File: config.mk
export PLATFORM = sky130hd
export DESIGN_NAME = reg_universal
export DESIGN_NICKNAME = d
export VERILOG_FILES = /design/src/rtl/reg_universal_pkg.sv /design/src/rtl/reg_universal_burst_counter.sv /design/src/rtl/reg_universal.sv
export SDC_FILE = /design/constraint.sdc
export NUM_CORES = 1
export LEC_CHECK = 0
export ABC_AREA = 1
export CAP_MARGIN = 20
export CORE_ASPECT_RATIO = 1.75
export CORE_UTILIZATION = 30
export DETAILED_ROUTE_END_ITERATION = 6
export GPL_TIMING_DRIVEN = 0
export SETUP_SLACK_MARGIN = 0.02
export SYNTH_ARGS = -nofsm -noshare
export SYNTH_HDL_FRONTEND = slang
export SYNTH_HIERARCHICAL = 1
export SYNTH_SLANG_ARGS = --single-unit
File: constraint.sdc
create_clock -name clk -period 1.9 [get_ports clk]
set_input_delay 0.475 -clock clk [delete_from_list [all_inputs] [get_ports clk]]
set_output_delay 0.475 -clock clk [all_outputs]
set_load 0.1 [all_outputs]
File: src/rtl/reg_universal_pkg.sv
// Shared definitions for the universal shift register: operation codes,
// burst state type and a helper that classifies burst-capable modes.
package reg_universal_pkg;

    localparam logic [2:0] MODE_HOLD  = 3'd0;
    localparam logic [2:0] MODE_LOAD  = 3'd1;
    localparam logic [2:0] MODE_SHR   = 3'd2;
    localparam logic [2:0] MODE_SHL   = 3'd3;
    localparam logic [2:0] MODE_ROR   = 3'd4;
    localparam logic [2:0] MODE_ROL   = 3'd5;
    localparam logic [2:0] MODE_CLR   = 3'd6;
    localparam logic [2:0] MODE_HOLD7 = 3'd7;

    typedef enum logic {
        ST_IDLE = 1'b0,
        ST_BUSY = 1'b1
    } state_e;

    // Only the four shift/rotate modes may be repeated as a burst.
    function automatic logic is_burst_mode(input logic [2:0] m);
        return (m >= MODE_SHR) && (m <= MODE_ROL);
    endfunction

endpackage

File: src/rtl/reg_universal_burst_counter.sv
// Burst length down-counter: parallel load, decrement when enabled,
// and a flag marking that the next decrement consumes the final shift.
module burst_counter #(
    parameter int CNT_W = 4
) (
    input  logic             clk,
    input  logic             reset,
    input  logic             load_i,
    input  logic [CNT_W-1:0] load_val_i,
    input  logic             dec_i,
    output logic             last_o
);

    logic [CNT_W-1:0] cnt_q;
    logic [CNT_W-1:0] cnt_d;

    // Next count: load wins over decrement; never wrap below zero.
    always_comb begin
        cnt_d = cnt_q;
        if (load_i) begin
            cnt_d = load_val_i;
        end else if (dec_i && (cnt_q != {CNT_W{1'b0}})) begin
            cnt_d = cnt_q - CNT_W'(1);
        end else begin
            cnt_d = cnt_q;
        end
    end

    // Count register with synchronous reset.
    always_ff @(posedge clk) begin
        if (reset) begin
            cnt_q <= {CNT_W{1'b0}};
        end else begin
            cnt_q <= cnt_d;
        end
    end

    assign last_o = (cnt_q == CNT_W'(1));

endmodule

File: src/rtl/reg_universal.sv
// Universal shift register with single-cycle operations and a counted
// burst mode that repeats one shift/rotate a programmable number of times.
module reg_universal
    import reg_universal_pkg::*;
#(
    parameter int WIDTH = 8,
    parameter int CNT_W = 4
) (
    input  logic             clk,
    input  logic             reset,
    input  logic             en,
    input  logic [2:0]       mode,
    input  logic [WIDTH-1:0] d,
    input  logic             sin_msb,
    input  logic             sin_lsb,
    input  logic             start,
    input  logic [CNT_W-1:0] n_shift,
    output logic [WIDTH-1:0] q,
    output logic             sout_lsb,
    output logic             sout_msb,
    output logic             busy,
    output logic             done
);

    logic [WIDTH-1:0] q_q, q_d;
    state_e           state_q, state_d;
    logic [2:0]       mode_q, mode_d;
    logic             busy_q, busy_d;
    logic             done_q, done_d;
    logic             cnt_load_s;
    logic             cnt_dec_s;
    logic             cnt_last_s;

    // One operation applied to the current register value.
    function automatic logic [WIDTH-1:0] apply_op(
        input logic [2:0]       m,
        input logic [WIDTH-1:0] cur,
        input logic [WIDTH-1:0] din,
        input logic             smsb,
        input logic             slsb
    );
        logic [WIDTH-1:0] r;
        case (m)
            MODE_LOAD: r = din;
            MODE_SHR:  r = {smsb, cur[WIDTH-1:1]};
            MODE_SHL:  r = {cur[WIDTH-2:0], slsb};
            MODE_ROR:  r = {cur[0], cur[WIDTH-1:1]};
            MODE_ROL:  r = {cur[WIDTH-2:0], cur[WIDTH-1]};
            MODE_CLR:  r = {WIDTH{1'b0}};
            default:   r = cur;
        endcase
        return r;
    endfunction

    burst_counter #(.CNT_W(CNT_W)) u_cnt (
        .clk        (clk),
        .reset      (reset),
        .load_i     (cnt_load_s),
        .load_val_i (n_shift),
        .dec_i      (cnt_dec_s),
        .last_o     (cnt_last_s)
    );

    // Next-state and next-value selection for the register and burst control.
    always_comb begin
        q_d        = q_q;
        state_d    = state_q;
        mode_d     = mode_q;
        busy_d     = busy_q;
        done_d     = 1'b0;
        cnt_load_s = 1'b0;
        cnt_dec_s  = 1'b0;
        if (en) begin
            case (state_q)
                ST_IDLE: begin
                    if (start && is_burst_mode(mode)) begin
                        if (n_shift != {CNT_W{1'b0}}) begin
                            state_d    = ST_BUSY;
                            busy_d     = 1'b1;
                            mode_d     = mode;
                            cnt_load_s = 1'b1;
                        end else begin
                            done_d = 1'b1;
                        end
                    end else begin
                        q_d = apply_op(mode, q_q, d, sin_msb, sin_lsb);
                    end
                end
                ST_BUSY: begin
                    q_d       = apply_op(mode_q, q_q, d, sin_msb, sin_lsb);
                    cnt_dec_s = 1'b1;
                    if (cnt_last_s) begin
                        state_d = ST_IDLE;
                        busy_d  = 1'b0;
                        done_d  = 1'b1;
                    end else begin
                        state_d = ST_BUSY;
                    end
                end
                default: begin
                    state_d = ST_IDLE;
                    busy_d  = 1'b0;
                end
            endcase
        end else begin
            done_d = 1'b0;
        end
    end

    // State and output registers with synchronous reset.
    always_ff @(posedge clk) begin
        if (reset) begin
            q_q     <= {WIDTH{1'b0}};
            state_q <= ST_IDLE;
            mode_q  <= MODE_HOLD;
            busy_q  <= 1'b0;
            done_q  <= 1'b0;
        end else begin
            q_q     <= q_d;
            state_q <= state_d;
            mode_q  <= mode_d;
            busy_q  <= busy_d;
            done_q  <= done_d;
        end
    end

    assign q        = q_q;
    assign sout_lsb = q_q[0];
    assign sout_msb = q_q[WIDTH-1];
    assign busy     = busy_q;
    assign done     = done_q;

endmodule
* After elaboration in Yosys (flattened, before gate mapping)
Index checks and enable logic that the tools add are counted.
** Cells by class
- $add $sub $neg :: 1
- $lt $le $gt $ge :: 2
- Equality and inequality tests :: 19
- Muxes and demuxes :: 22
- Bitwise gates (word level) :: 2
- Reductions and logical operators :: 10
** Operators by type and width (count)
- 8-bit one-hot mux with 6 select lines :: 2
- 3-bit == test, second input constant :: 6
- 8-bit one-hot mux with 2 select lines :: 1
- 7-bit by 1-bit inequality test with 1-bit output, second input constant :: 2
- 1-bit 2-to-1 mux :: 13
- 3-bit by 2-bit == test with 1-bit output, second input constant :: 4
- 4-bit AND reduction :: 3
- 4-bit 2-to-1 mux :: 2
- 8-bit 2-to-1 mux :: 1
- 4-bit nonzero test :: 2
- 3-bit by 1-bit == test with 1-bit output, second input constant :: 2
- 2-bit inequality test, second input constant :: 3
- 1-bit one-hot mux with 2 select lines :: 3
- 4-bit by 1-bit == test with 1-bit output, second input constant :: 1
- 4-bit by 1-bit subtractor with 4-bit output, second input constant :: 1
- 3-bit by 2-bit greater-or-equal comparator with 1-bit output, second input constant :: 1
- 3-bit <= comparator, second input constant :: 1
- 1-bit logical AND :: 3
- 2-bit by 1-bit inequality test with 1-bit output, second input constant :: 1
- 1-bit inverter :: 2
- 2-bit nonzero test :: 1
- 2-bit OR reduction :: 1
** Storage, ports and cells
- Register bits after elaboration :: 18
- Logic and storage cells :: 62

* Longest topological paths before layout
Gate-level depths: netlist of the first run.
- Depth after elaboration :: 7
- Depth in mapped cells :: 11
- Mapped depth without buffers :: 11

* Modules after synthesis
The synthesis of the first run kept the hierarchy.
** By module, submodules not included
- reg_universal :: instances 1, cells each 211, area each 1202.4 sq um, seq. area each 280.3 sq um
- burst_counter :: instances 1, cells each 41, area each 296.5 sq um, seq. area each 80.1 sq um

* Worst setup path before layout of the first run
OpenSTA, ideal clock, no wires.
- Kind :: register to output
- From :: register q_q[0] (netlist: q[0])
- To :: output q[0]
- Arrival time :: 1443 ps
- Slack :: -18 ps
- Cell stages (with the launch flop) :: 2
- Cells stage by stage :: dfxtp_1 -> buf_4
** RTL lines
- start, declared :: RTL line reg_universal.sv:25 : logic [WIDTH-1:0] q_q, q_d;
- start signal, assigned :: RTL line reg_universal.sv:113 : q_q <= {WIDTH{1'b0}};
- start signal, assigned :: RTL line reg_universal.sv:119 : q_q <= q_d;
- end, declared :: RTL line reg_universal.sv:18 : output logic [WIDTH-1:0] q,
No word-level cell between the ends.

* Final worst setup path of the first run
- From :: register q_q[7] (netlist: q[7])
- To :: output q[7]
No word-level cell between the ends.

==> metrics.md, run 1 <==
| Metric | Value |
|---|---|
| Register clock-pin slew on the reported worst setup and hold paths | `80 ps` |
| TritonCTS Sinks | `18` |
| TritonCTS clock tree | `built` |
| Final Cell Area | `slightly below 2000 um^2` |
| Mapped Nets | `approximately 280` |
| Drt first pass iters | `4` |
| Max-cap viol count | `0` |
| Crit-path max FO | `7` |
| # H-tree levels | `1` |
| Top cells by area, synth | `dfxtp_1 (24%), nand3_1 (20%), nand2_1 (15%)` |
| Die W | `55.4 um` |
| Most frequent cells after synthesis | `nand3_1 (61), nand2_1 (58), nor2_1 (28), inv_1 (20), dfxtp_1 (18)` |
| Largest family of logic cells by synthesized area | `simple AND/OR/NAND/NOR gates` |
| Critical Path Sink Type | `output port` |
| First-pass GRT wire length | `approximately 7500 um` |
| FMAX | `about 550 MHz` |
| Die ar. | `between 5000 and 6000 um^2` |
| Synth Area in Adders | `between 1.5 and 2%` |
| Synth Area in XOR/XNOR | `under 10%` |
| # nets final | `~310` |
| Final period util | `between 90% and 100%` |
| Sequential-to-total area share from yosys stat | `about a quarter` |
| Met2 Wirelength | `between 2000 and 2500 um` |
| Post-route ant nets | `0` |
| Wl on met1 | `approximately 1800 um` |
| Proportion of layout cells with a drive suffix above 1 | `around 18%` |
| Top_reg_cell synth | `dfxtp_1` |
| Initial antenna violation count | `0` |
| RSZ-0062 raised after global routing | `no` |
| Met3 wire length | `between 100 and 150 um` |
| Antenna Cells | `0` |
| Core Region | `~4700 um^2` |
| Cell area after placement | `roughly 1900 um^2` |
| Crit path launch type | `register` |
| Detailed router's first-iteration violation count | `39` |
| Routability Congestion | `between 0.8 and 0.9` |
| Reg area | `363 um^2` |
| R2R depth | `8` |
| Root Buffer | `clkbuf_8` |
| CTS buffer count | `3` |
| Skew final | `~6.7 ps` |
| Leakage dissipation | `0.925 nW` |
| Final wirelength | `4500 um` |
| P&R area growth vs syn | `32.6%` |
| I/O pins | `33` |
| Hold Crit Class | `reg -> reg` |
| Slew HR | `a little under two thirds` |
| Power consumption | `0.00129 W` |
| Setup Crit Path Kind | `reg -> out` |
| Hold path depth | `2` |
| Post-synthesis compound-gate area fraction | `a little over a tenth` |
| Row count | `33` |
| Worst EP required | `about 1400 ps` |
| Setup violators final | `0` |
| Dpl hpwl | `approximately 3500 um` |
| Highest metal used | `met4` |
| Post-synth top area share | `between 20% and 30%` |
| Final Hold Vio Count | `0` |
| Starting density of the core | `about a third` |
| Most numerous cell in the Yosys netlist | `nand3_1` |
| DRC Markers | `0` |
| Least-Margin Pin Slew | `549 ps` |
| Synthesized flop and latch total | `18` |
| Power Dens Cells | `about 650 nW/um^2` |
| Die height | `around 96 um` |
| Post-Synthesis Cells | `about 250` |
| Max clock buf depth | `2` |
| Simple-gate portion of the synthesized area | `between 50% and 60%` |
| Avg Vias per Cell | `about 5.2` |
| Synthesized area | `approximately 1500 um^2` |
| Largest net degree at the start of global routing | `11` |
| Peak supply drop | `between 0.0003 and 0.0004 V` |
| WL per Instance | `around 13 um` |
| Max Slew Vio Count | `0` |
| GR Util All Layers | `17.8%` |
| Avg Inst Size Synth | `5.95 um^2` |
| Fillers | `about 540` |
| Inst Count DP | `around 340` |
| Worst skew pair latency | `~260 ps` |
| Post-synth top area cell | `dfxtp_1` |
| Yosys warns | `6` |
| Finished Layout Cells | `approximately 340` |
| Vias | `roughly 1800` |
| Footprint of the multi-input gates | `between 900 and 1000 um^2` |
| # hold bufs at CTS | `0` |
| Number of global-route vias before repair | `1712` |
| WP data arrival | `about 1300 ps` |
| Total grt overflow | `0` |
| Final min period | `approximately 1800 ps` |
| Status | `finished clean` |
| Ys async rst share | `0%` |
| Distinct cells, synth | `27` |
| PortBufs | `32` |
| WHS | `between 400 and 500 ps` |
| Mux contribution to synthesized area | `0%` |
| EDFF count, synth | `0` |
-- kinds of logic after synthesis --
logic type      after synthesis
buf+inv                      37
fa+ha+maj                     2
flops                        18
compound gates               27
simple gates                166
xor+xnor                      2
-- what timing repair did --
action | CTS | global route
resized for setup | 37 | 9
setup buffers | 2 | 0
pin swaps | 1 | 0
setup endpoints to repair | 23 | 12
-- layer usage --
layer,global-route usage [%],vias to the layer above
met2,36.0,48
met5,0,-
li1,-,897
met1,18.0,805
met4,8.75,0
met3,0.950,12
-- per-stage QoR --
step | util, % | TNS [ps] | worst slack (ps)
final | 41.8 | 0 | 81.0
after CTS | 41.5 | 0 | 20.5
after detailed placement | 39.7 | -7060 | -628
after global placement | 39.7 | -7020 | -628
after floorplan | - | 0 | 263
after global routing | 41.8 | 0 | 37.5
-- final cells by class --
class,count,area share [%]
Buffer,7,2.90
Clock buffer,4,2.77
Inverter,30,5.79
Multi-Input combinational cell,197,49.5
Sequential cell,18,18.3
Tap cell,52,3.27
Timing Repair Buffer,34,17.5
-- layout by cell type (no fill, tap or decap) --
master | netlist | final
nand3_2 | 2 | 2
buf_8 | 0 | 1
clkbuf_2 | 0 | 1
or2_1 | 1 | 1
a211oi_1 | 1 | 1
clkbuf_8 | 0 | 4
nand2_4 | 5 | 5
dlymetal6s2s_1 | 0 | 2
a21oi_1 | 6 | 6
nor2_2 | 1 | 1
buf_6 | 1 | 1
dfxtp_1 | 18 | 16
a21oi_2 | 1 | 1
o21ai_4 | 1 | 1
o21ai_0 | 7 | 7
clkdlybuf4s50_1 | 0 | 17
inv_2 | 10 | 9
a21boi_0 | 2 | 2
nor3b_1 | 1 | 1
nand4_1 | 2 | 2
buf_2 | 2 | 1
clkbuf_1 | 1 | 1
o21ai_1 | 9 | 9
inv_4 | 0 | 1
nand2_1 | 58 | 56
xor2_1 | 2 | 2
clkdlybuf4s15_2 | 0 | 11
nand3_1 | 61 | 61
ha_1 | 2 | 2
nor2_1 | 28 | 28
dlygate4sd2_1 | 0 | 1
buf_4 | 3 | 5
dfxtp_2 | 0 | 2
nand2_2 | 5 | 7
nor3_1 | 2 | 2
inv_1 | 20 | 20
-- registers in the layout, indices dropped and copies added (netlist names) --
name,count
busy,1
mode_q,3
q,8
state_q,1
done,1
u_cnt/cnt_q,4
-- where the power goes --
part           internal (W)  switching (W)  leakage, nW  total, W
logic              0.000166       0.000348        0.748  0.000514
registers          0.000406      0.0000445        0.148  0.000451
clock network      0.000184       0.000139       0.0288  0.000324
-- path summary, 6_finish.rpt --
kind / startpoint / end / slack, ps
min: busy$_SDFFE_PP0P_ / busy$_SDFFE_PP0P_ / 490
min reg2reg: busy$_SDFFE_PP0P_ / busy$_SDFFE_PP0P_ / 490
max reg2reg: mode_q[0]$_SDFFE_PP0P_ / q[0]$_SDFFE_PP0P_ / 400
max: q[7]$_SDFFE_PP0P_ / q[7] / 80
-- worst max-delay path, stage by stage (launching register included) --
cell,delay (ps)
dfxtp_2,420
buf_4,130
clkdlybuf4s15_2,540
(Power assumes the default switching activity.)
==> run 2, diff against run 1 <==
--- a/config.mk
+++ b/config.mk
@@ -6,7 +6,6 @@
 export NUM_CORES = 1
 export LEC_CHECK = 0
 export ABC_AREA = 1
-export CAP_MARGIN = 20
 export CORE_ASPECT_RATIO = 1.75
 export CORE_UTILIZATION = 30
 export DETAILED_ROUTE_END_ITERATION = 6
==> constraint.sdc (replaced) <==
create_clock -name clk -period 1.7 [get_ports clk]
set_input_delay 0.425 -clock clk [delete_from_list [all_inputs] [get_ports clk]]
set_output_delay 0.425 -clock clk [all_outputs]
set_load 0.1 [all_outputs]
==> run 2 against run 1 <==
Compared with the run above:
- design area is 1.6% higher
- final cell count is 2.9% higher
- setup slack worse by 11 ps
- routed wire length is 2.1% higher
- clock power is 12% higher
- non-clock buffer count is 10 higher
- first-iteration DRC count is 23% higher
- via count is 3.3% higher
- register-to-register slack worse by 160 ps
- combinational power is 14% higher
- largest power group unchanged
==> metrics.md, run 2 (synthesis results as in run 1) <==
| Metric | Value |
|---|---|
| Vias | `1820 (was 1762)` |
| Avg Vias per Cell | `5.17 (was 5.15)` |
| Row count | `33 (unchanged)` |
| WL per Instance | `13.1 um (was 13.2 um)` |
| Setup violators final | `0 (unchanged)` |
| Total grt overflow | `0 (unchanged)` |
| Skew final | `5.53 ps (was 6.66 ps)` |
| Number of global-route vias before repair | `1710 (was 1712)` |
| WP data arrival | `1210 ps (was 1340 ps)` |
| GR Util All Layers | `17.8% (about the same)` |
| Net Sw Frac | `41.5% (was 41.3%)` |
| PortBufs | `32 (unchanged)` |
| Crit-path cells | `buf_2 (was buf_4 -> clkdlybuf4s15_2)` |
| Inst Count DP | `336 (unchanged)` |
| Register share of total power | `34.6% (was 35.0%)` |
| Register clock-pin slew on the reported worst setup and hold paths | `80 ps (about the same)` |
| Hold path depth | `3 (was 2)` |
| Hold Crit Class | `in -> reg (was reg -> reg)` |
| Final wirelength | `4600 um (was 4500 um)` |
| I/O pins | `33 (unchanged)` |
| Proportion of layout cells with a drive suffix above 1 | `23.3% (was 18.3%)` |
| Most common cell after layout, fill and taps aside | `nand3_1 (unchanged)` |
| Max reg flops | `8 (unchanged)` |
| Max incr delay on CP | `480 ps (was 540 ps)` |
| Least-Margin Pin Slew | `543 ps (was 549 ps)` |
| Initial antenna violation count | `0 (unchanged)` |
| Slew HR | `64.0% (was 63.6%)` |
| Max clock buf depth | `2 (unchanged)` |
| Final min period | `roughly 1600 ps` |
| Finished Layout Cells | `352 (was 342)` |
| Cell area after placement | `1890 um^2 (unchanged)` |
| Drt first pass iters | `4 (unchanged)` |
| Power Dens Cells | `721 nW/um^2 (was 648 nW/um^2)` |
| Worst Hold End | `done$_SDFF_PP0_ (was busy$_SDFFE_PP0P_)` |
| Status | `finished clean (unchanged)` |
| Reg2Reg Setup Slack | `240 ps (was 400 ps)` |
| Die height | `95.5 um (unchanged)` |
| First-pass GRT wire length | `7490 um (was 7470 um)` |
| Largest net degree at the start of global routing | `11 (unchanged)` |
| # nets final | `324 (was 314)` |
| Worst EP required | `1270 ps (was 1420 ps)` |
| RSZ-0062 raised after global routing | `yes (was no)` |
| Buffer and inverter count on the worst path | `1 (was 2)` |
| Power consumption | `0.00145 W (was 0.00129 W)` |
| # H-tree levels | `1 (unchanged)` |
| Logic gate share of total power | `40.4% (was 39.9%)` |
| TritonCTS clock tree | `built (unchanged)` |
| Max-cap viol count | `0 (unchanged)` |
| P&R area growth vs syn | `34.6% (was 32.6%)` |
| Core Region | `4750 um^2 (unchanged)` |
| RR Endpoint | `q[0]$_SDFFE_PP0P_ (unchanged)` |
| TritonCTS Sinks | `18 (unchanged)` |
| Die ar. | `5290 um^2 (unchanged)` |
| Most frequent cells in the layout | `nand3_1 (61), nand2_1 (54), nor2_1 (26), inv_1 (18) (was nand3_1 (61), nand2_1 (56), nor2_1 (28), inv_1 (20), clkdlybuf4s50_1 (17))` |
| Antenna Cells | `0 (unchanged)` |
| Starting density of the core | `31.6% (unchanged)` |
| FMAX | `613 MHz` |
| Setup Crit Path Kind | `reg -> out (unchanged)` |
| Fillers | `534 (was 541)` |
| CP max-delay cell | `buf_2 (was clkdlybuf4s15_2)` |
| Critical Path Sink Type | `output port (unchanged)` |
| Internal Power | `0.000851 W (was 0.000757 W)` |
| R2R depth | `9 (was 8)` |
| Final Hold Vio Count | `0 (unchanged)` |
| Routability Congestion | `0.900 (unchanged)` |
| Delay-heaviest family, CP | `buffers and inverters (unchanged)` |
| Max Slew Vio Count | `0 (unchanged)` |
| Leakage dissipation | `0.984 nW (was 0.925 nW)` |
| HP Start | `en (was busy$_SDFFE_PP0P_)` |
| Worst skew pair latency | `260 ps (about the same)` |
| Crit-path max FO | `6 (was 7)` |
| CTS buffer count | `3 (unchanged)` |
| Final Cell Area | `2020 um^2 (was 1990 um^2)` |
| Post-route ant nets | `0 (unchanged)` |
| Dpl hpwl | `3530 um (unchanged)` |
| Detailed router's first-iteration violation count | `48 (was 39)` |
| Root Buffer | `clkbuf_8 (unchanged)` |
| Worst reg2reg startpoint | `mode_q[2]$_SDFFE_PP0P_ (was mode_q[0]$_SDFFE_PP0P_)` |
| DRC Markers | `0 (unchanged)` |
| P_sw | `0.000603 W (was 0.000531 W)` |
| Clock Power Share | `25.0% (was 25.1%)` |
| Crit path launch type | `register (unchanged)` |
| Setup TNS | `0 ps (unchanged)` |
| Die W | `55.4 um (unchanged)` |
| Peak supply drop | `0.000388 V (was 0.000336 V)` |
| Final period util | `a little over nine tenths` |
## run 2: worst max path at each step
stage | from | to | cells after the start
floorplan | mode[1] | u_cnt/cnt_q[3]$_SDFFE_PP0P_ | 9
global placement | mode[2] | u_cnt/cnt_q[3]$_SDFFE_PP0P_ | 10
detailed placement | mode[2] | u_cnt/cnt_q[3]$_SDFFE_PP0P_ | 10
CTS | q[7]$_SDFFE_PP0P_ | sout_msb | 1
global route | mode[0] | q[3]$_SDFFE_PP0P_ | 10
finish | q[5]$_SDFFE_PP0P_ | q[5] | 1
## run 2: layout make-up
type | count | area, um^2 | share of cell area, %
Clock buffer | 4 | 55.1 | 2.73
Buffer | 7 | 57.6 | 2.85
Multi-Input combinational cell | 197 | 998 | 49.5
Tap cell | 52 | 65.1 | 3.22
Sequential cell | 18 | 363 | 18.0
Timing Repair Buffer | 44 | 364 | 18.0
Inverter | 30 | 115 | 5.70
## run 2: what timing repair did
| action | in CTS | in global routing |
|---|---|---|
| hold buffers | 0 | 0 |
| hold endpoints to repair | 0 | 0 |
| pin swaps | 2 | 4 |
| buffers inserted | 5 | 7 |
| setup endpoints to repair | 29 | 14 |
| resized for setup | 60 | 14 |
## run 2: power groups by stage
stage	clock [W]	combinational (W)	sequential, W
5_1_grt	0.000388	0.000636	0.000508
6_report	0.000363	0.000587	0.000504
4_1_cts	0.000375	0.000575	0.000503
3_5_place_dp	0	0.000575	0.000513
2_1_floorplan	0	0.000272	0.000641
3_3_place_gp	0	0.000572	0.000514
## run 2: routing by layer
metal / share of wire [%] / wire [um] / global-route usage (%) / vias up
met5: 0 / 0 / 0 / -
met3: 3.4 / 155 / 0.950 / 12
met1: 39 / 1810 / 18.2 / 831
met2: 54 / 2490 / 35.8 / 58
li1: - / - / - / 919
met4: 3.2 / 146 / 8.96 / 0
## run 2: per-stage QoR
step	utilization, %	hold WS (ps)	worst slack [ps]
global route	42.5	496	0.751
CTS	41.2	494	23.3
detailed placement	39.7	482	-778
finish	42.5	489	69.8
floorplan	-	475	113
global placement	39.7	487	-778
==> run 3, diff against run 2 <==
--- a/config.mk
+++ b/config.mk
@@ -7,9 +7,10 @@
 export LEC_CHECK = 0
 export ABC_AREA = 1
 export CORE_ASPECT_RATIO = 1.75
-export CORE_UTILIZATION = 30
+export CORE_UTILIZATION = 50
 export DETAILED_ROUTE_END_ITERATION = 6
 export GPL_TIMING_DRIVEN = 0
+export PLACE_DENSITY = 0.79
 export SETUP_SLACK_MARGIN = 0.02
 export SYNTH_ARGS = -nofsm -noshare
 export SYNTH_HDL_FRONTEND = slang
==> constraint.sdc (replaced) <==
create_clock -name clk -period 1.8 [get_ports clk]
set_input_delay 0.45 -clock clk [delete_from_list [all_inputs] [get_ports clk]]
set_output_delay 0.45 -clock clk [all_outputs]
set_load 0.1 [all_outputs]
==> run 3 against run 2 <==
Compared with the run above:
- the run now ends with design-rule violations left
- power decreased by 11%
- combinational power decreased by 8.3%
- core utilization increased by 27 points
- design area decreased by 4.2%
- non-clock buffer count decreased by 10
==> metrics.md, run 3 (synthesis results as in run 1) <==
| Metric | Value |
|---|---|
| FMAX | `between 500 and 600 MHz` |
| Final wirelength | `4280 um (was 4600 um)` |
| Place WS | `-675 ps (was -778 ps)` |
| Root Buffer | `clkbuf_8 (unchanged)` |
| Critical Path Sink Type | `output port (unchanged)` |
| Buffer and inverter count on the worst path | `1 (unchanged)` |
| Final period util | `97.7%` |
| Detailed router's first-iteration violation count | `76 (was 48)` |
| Leakage dissipation | `0.912 nW (was 0.984 nW)` |
| Final WS setup | `41.8 ps (was 69.8 ps)` |
| Crit-path cells | `clkdlybuf4s15_2 (was buf_2)` |
| Max Slew Vio Count | `0 (unchanged)` |
| Register share of total power | `36.7% (was 34.6%)` |
| RSZ-0062 raised after global routing | `yes (unchanged)` |
| Setup violators final | `0 (unchanged)` |
| Slew HR | `63.6% (was 64.0%)` |
| Hold Crit Class | `reg -> reg (was in -> reg)` |
| Reg2Reg Setup Slack | `300 ps (was 240 ps)` |
| Skew final | `9.25 ps (was 5.53 ps)` |
| Number of global-route vias before repair | `1640 (was 1710)` |
| CTS buffer count | `3 (unchanged)` |
| Internal Power | `0.000749 W (was 0.000851 W)` |
| Final min period | `1760 ps` |
| Core Region | `2780 um^2 (was 4750 um^2)` |
| CP max-delay cell | `clkdlybuf4s15_2 (was buf_2)` |
| Power consumption | `0.00130 W (was 0.00145 W)` |
| Final Cell Area | `1930 um^2 (was 2020 um^2)` |
| Net Sw Frac | `42.2% (was 41.5%)` |
| # hold bufs at CTS | `0 (unchanged)` |
| Avg Vias per Cell | `5.68 (was 5.17)` |
| Most frequent cells in the layout | `nand3_1 (61), nand2_1 (56), nor2_1 (28), inv_1 (19), clkdlybuf4s50_1 (17) (was nand3_1 (61), nand2_1 (54), nor2_1 (26), inv_1 (18))` |
| Initial antenna violation count | `0 (unchanged)` |
| P&R area growth vs syn | `29.0% (was 34.6%)` |
| Inst Count DP | `311 (was 336)` |
| Total grt overflow | `0 (unchanged)` |
| Antenna Cells | `0 (unchanged)` |
| DRC Markers | `4 (was 0)` |
| Max incr delay on CP | `600 ps (was 480 ps)` |
| Largest net degree at the start of global routing | `11 (unchanged)` |
| Finished Layout Cells | `316 (was 352)` |
| Dpl hpwl | `3240 um (was 3530 um)` |
| Worst EP required | `1350 ps (was 1270 ps)` |
| Drt first pass iters | `6 (was 4)` |
| TritonCTS Sinks | `18 (unchanged)` |
| Delay-heaviest family, CP | `buffers and inverters (unchanged)` |
| Max reg flops | `8 (unchanged)` |
| WP data arrival | `1310 ps (was 1210 ps)` |
| Setup Crit Path Kind | `reg -> out (unchanged)` |
| Die W | `43.4 um (was 55.4 um)` |
| Final Hold Vio Count | `0 (unchanged)` |
| Power Dens Cells | `670 nW/um^2 (was 721 nW/um^2)` |
| Status | `finished with violations (was finished clean)` |
| # nets final | `314 (was 324)` |
| Die height | `74.4 um (was 95.5 um)` |
| Peak supply drop | `0.000562 V (was 0.000388 V)` |
| GR Util All Layers | `27.8% (was 17.8%)` |
| Vias | `1796 (was 1820)` |
| Routability Congestion | `0.891 (was 0.900)` |
| First-pass GRT wire length | `6730 um (was 7490 um)` |
| Worst skew pair latency | `260 ps (about the same)` |
| Post-route ant nets | `0 (unchanged)` |
| # H-tree levels | `1 (unchanged)` |
| I/O pins | `33 (unchanged)` |
| WL per Instance | `13.5 um (was 13.1 um)` |
| Cell area after placement | `1860 um^2 (was 1890 um^2)` |
| Max-cap viol count | `0 (unchanged)` |
| P_sw | `0.000547 W (was 0.000603 W)` |
| Clock Power Share | `21.8% (was 25.0%)` |
| Failing checks | `design-rule violations` |
| Crit path launch type | `register (unchanged)` |
| Die ar. | `3230 um^2 (was 5290 um^2)` |
| Least-Margin Pin Slew | `549 ps (was 543 ps)` |
| Max clock buf depth | `2 (unchanged)` |
| Most common cell after layout, fill and taps aside | `nand3_1 (unchanged)` |
| Crit-path max FO | `6 (unchanged)` |
| PortBufs | `32 (unchanged)` |
| Logic gate share of total power | `41.5% (was 40.4%)` |
| Row count | `25 (was 33)` |
| TritonCTS clock tree | `built (unchanged)` |
| Proportion of layout cells with a drive suffix above 1 | `18.3% (was 23.3%)` |
| Starting density of the core | `53.8% (was 31.6%)` |
| Register clock-pin slew on the reported worst setup and hold paths | `70 ps (was 80 ps)` |
| WHS | `474 ps (was 489 ps)` |
run 3: cell count changes in the layout (fill, tap and decap cells not counted), sizes merged:
cell,change
dlymetal6s2s,-1
clkdlybuf4s50,+1
buf,-18
clkbuf,-2
clkdlybuf4s15,+9
run 3: layer usage:
metal  global-route usage, %  routed length [um]  vias to the layer above
met1                    24.1                1550                      790
met2                    57.6                2310                       81
met3                    2.91                 232                       21
met5                       0                   0                        -
met4                    16.7                 187                        0
li1                        -                   -                      904
run 3: what timing repair did:
action | CTS | global route
resized for setup | 41 | 11
buffers inserted | 2 | 0
endpoints found under the hold margin | 0 | 0
pin swaps | 1 | 0
endpoints found under the setup margin | 27 | 10
run 3: metrics by stage:
step | TNS, ps | util (%)
after floorplan | 0 | -
after global placement | -8310 | 66.7
after detailed placement | -8580 | 66.7
after CTS | 0 | 69.3
after global routing | 0 | 69.5
final | 0 | 69.5
run 3: area by class of cell:
cell class	count	area, um^2
multi-input cells	197	988
plain buffers	7	53.8
flip-flops and latches	18	363
clock buffers	3	41.3
repair buffers	34	339
fillers	256	850
well taps	27	33.8
inverters	30	115
run 3: worst paths after layout:
check | depth (start not counted) | to | from
hold / removal | 2 | busy$_SDFFE_PP0P_ | busy$_SDFFE_PP0P_
setup reg to reg | 9 | q[0]$_SDFFE_PP0P_ | mode_q[2]$_SDFFE_PP0P_
setup / recovery | 1 | q[5] | q[5]$_SDFFE_PP0P_
hold reg to reg | 2 | busy$_SDFFE_PP0P_ | busy$_SDFFE_PP0P_
run 3: power groups by stage:
stage                     sequential (W)  clock, W  combinational, W
final                           0.000475  0.000283          0.000538
after global routing            0.000478  0.000306          0.000577
after CTS                       0.000474  0.000286          0.000537
after detailed placement        0.000483         0          0.000539
after global placement          0.000483         0          0.000535
after floorplan                 0.000605         0          0.000257
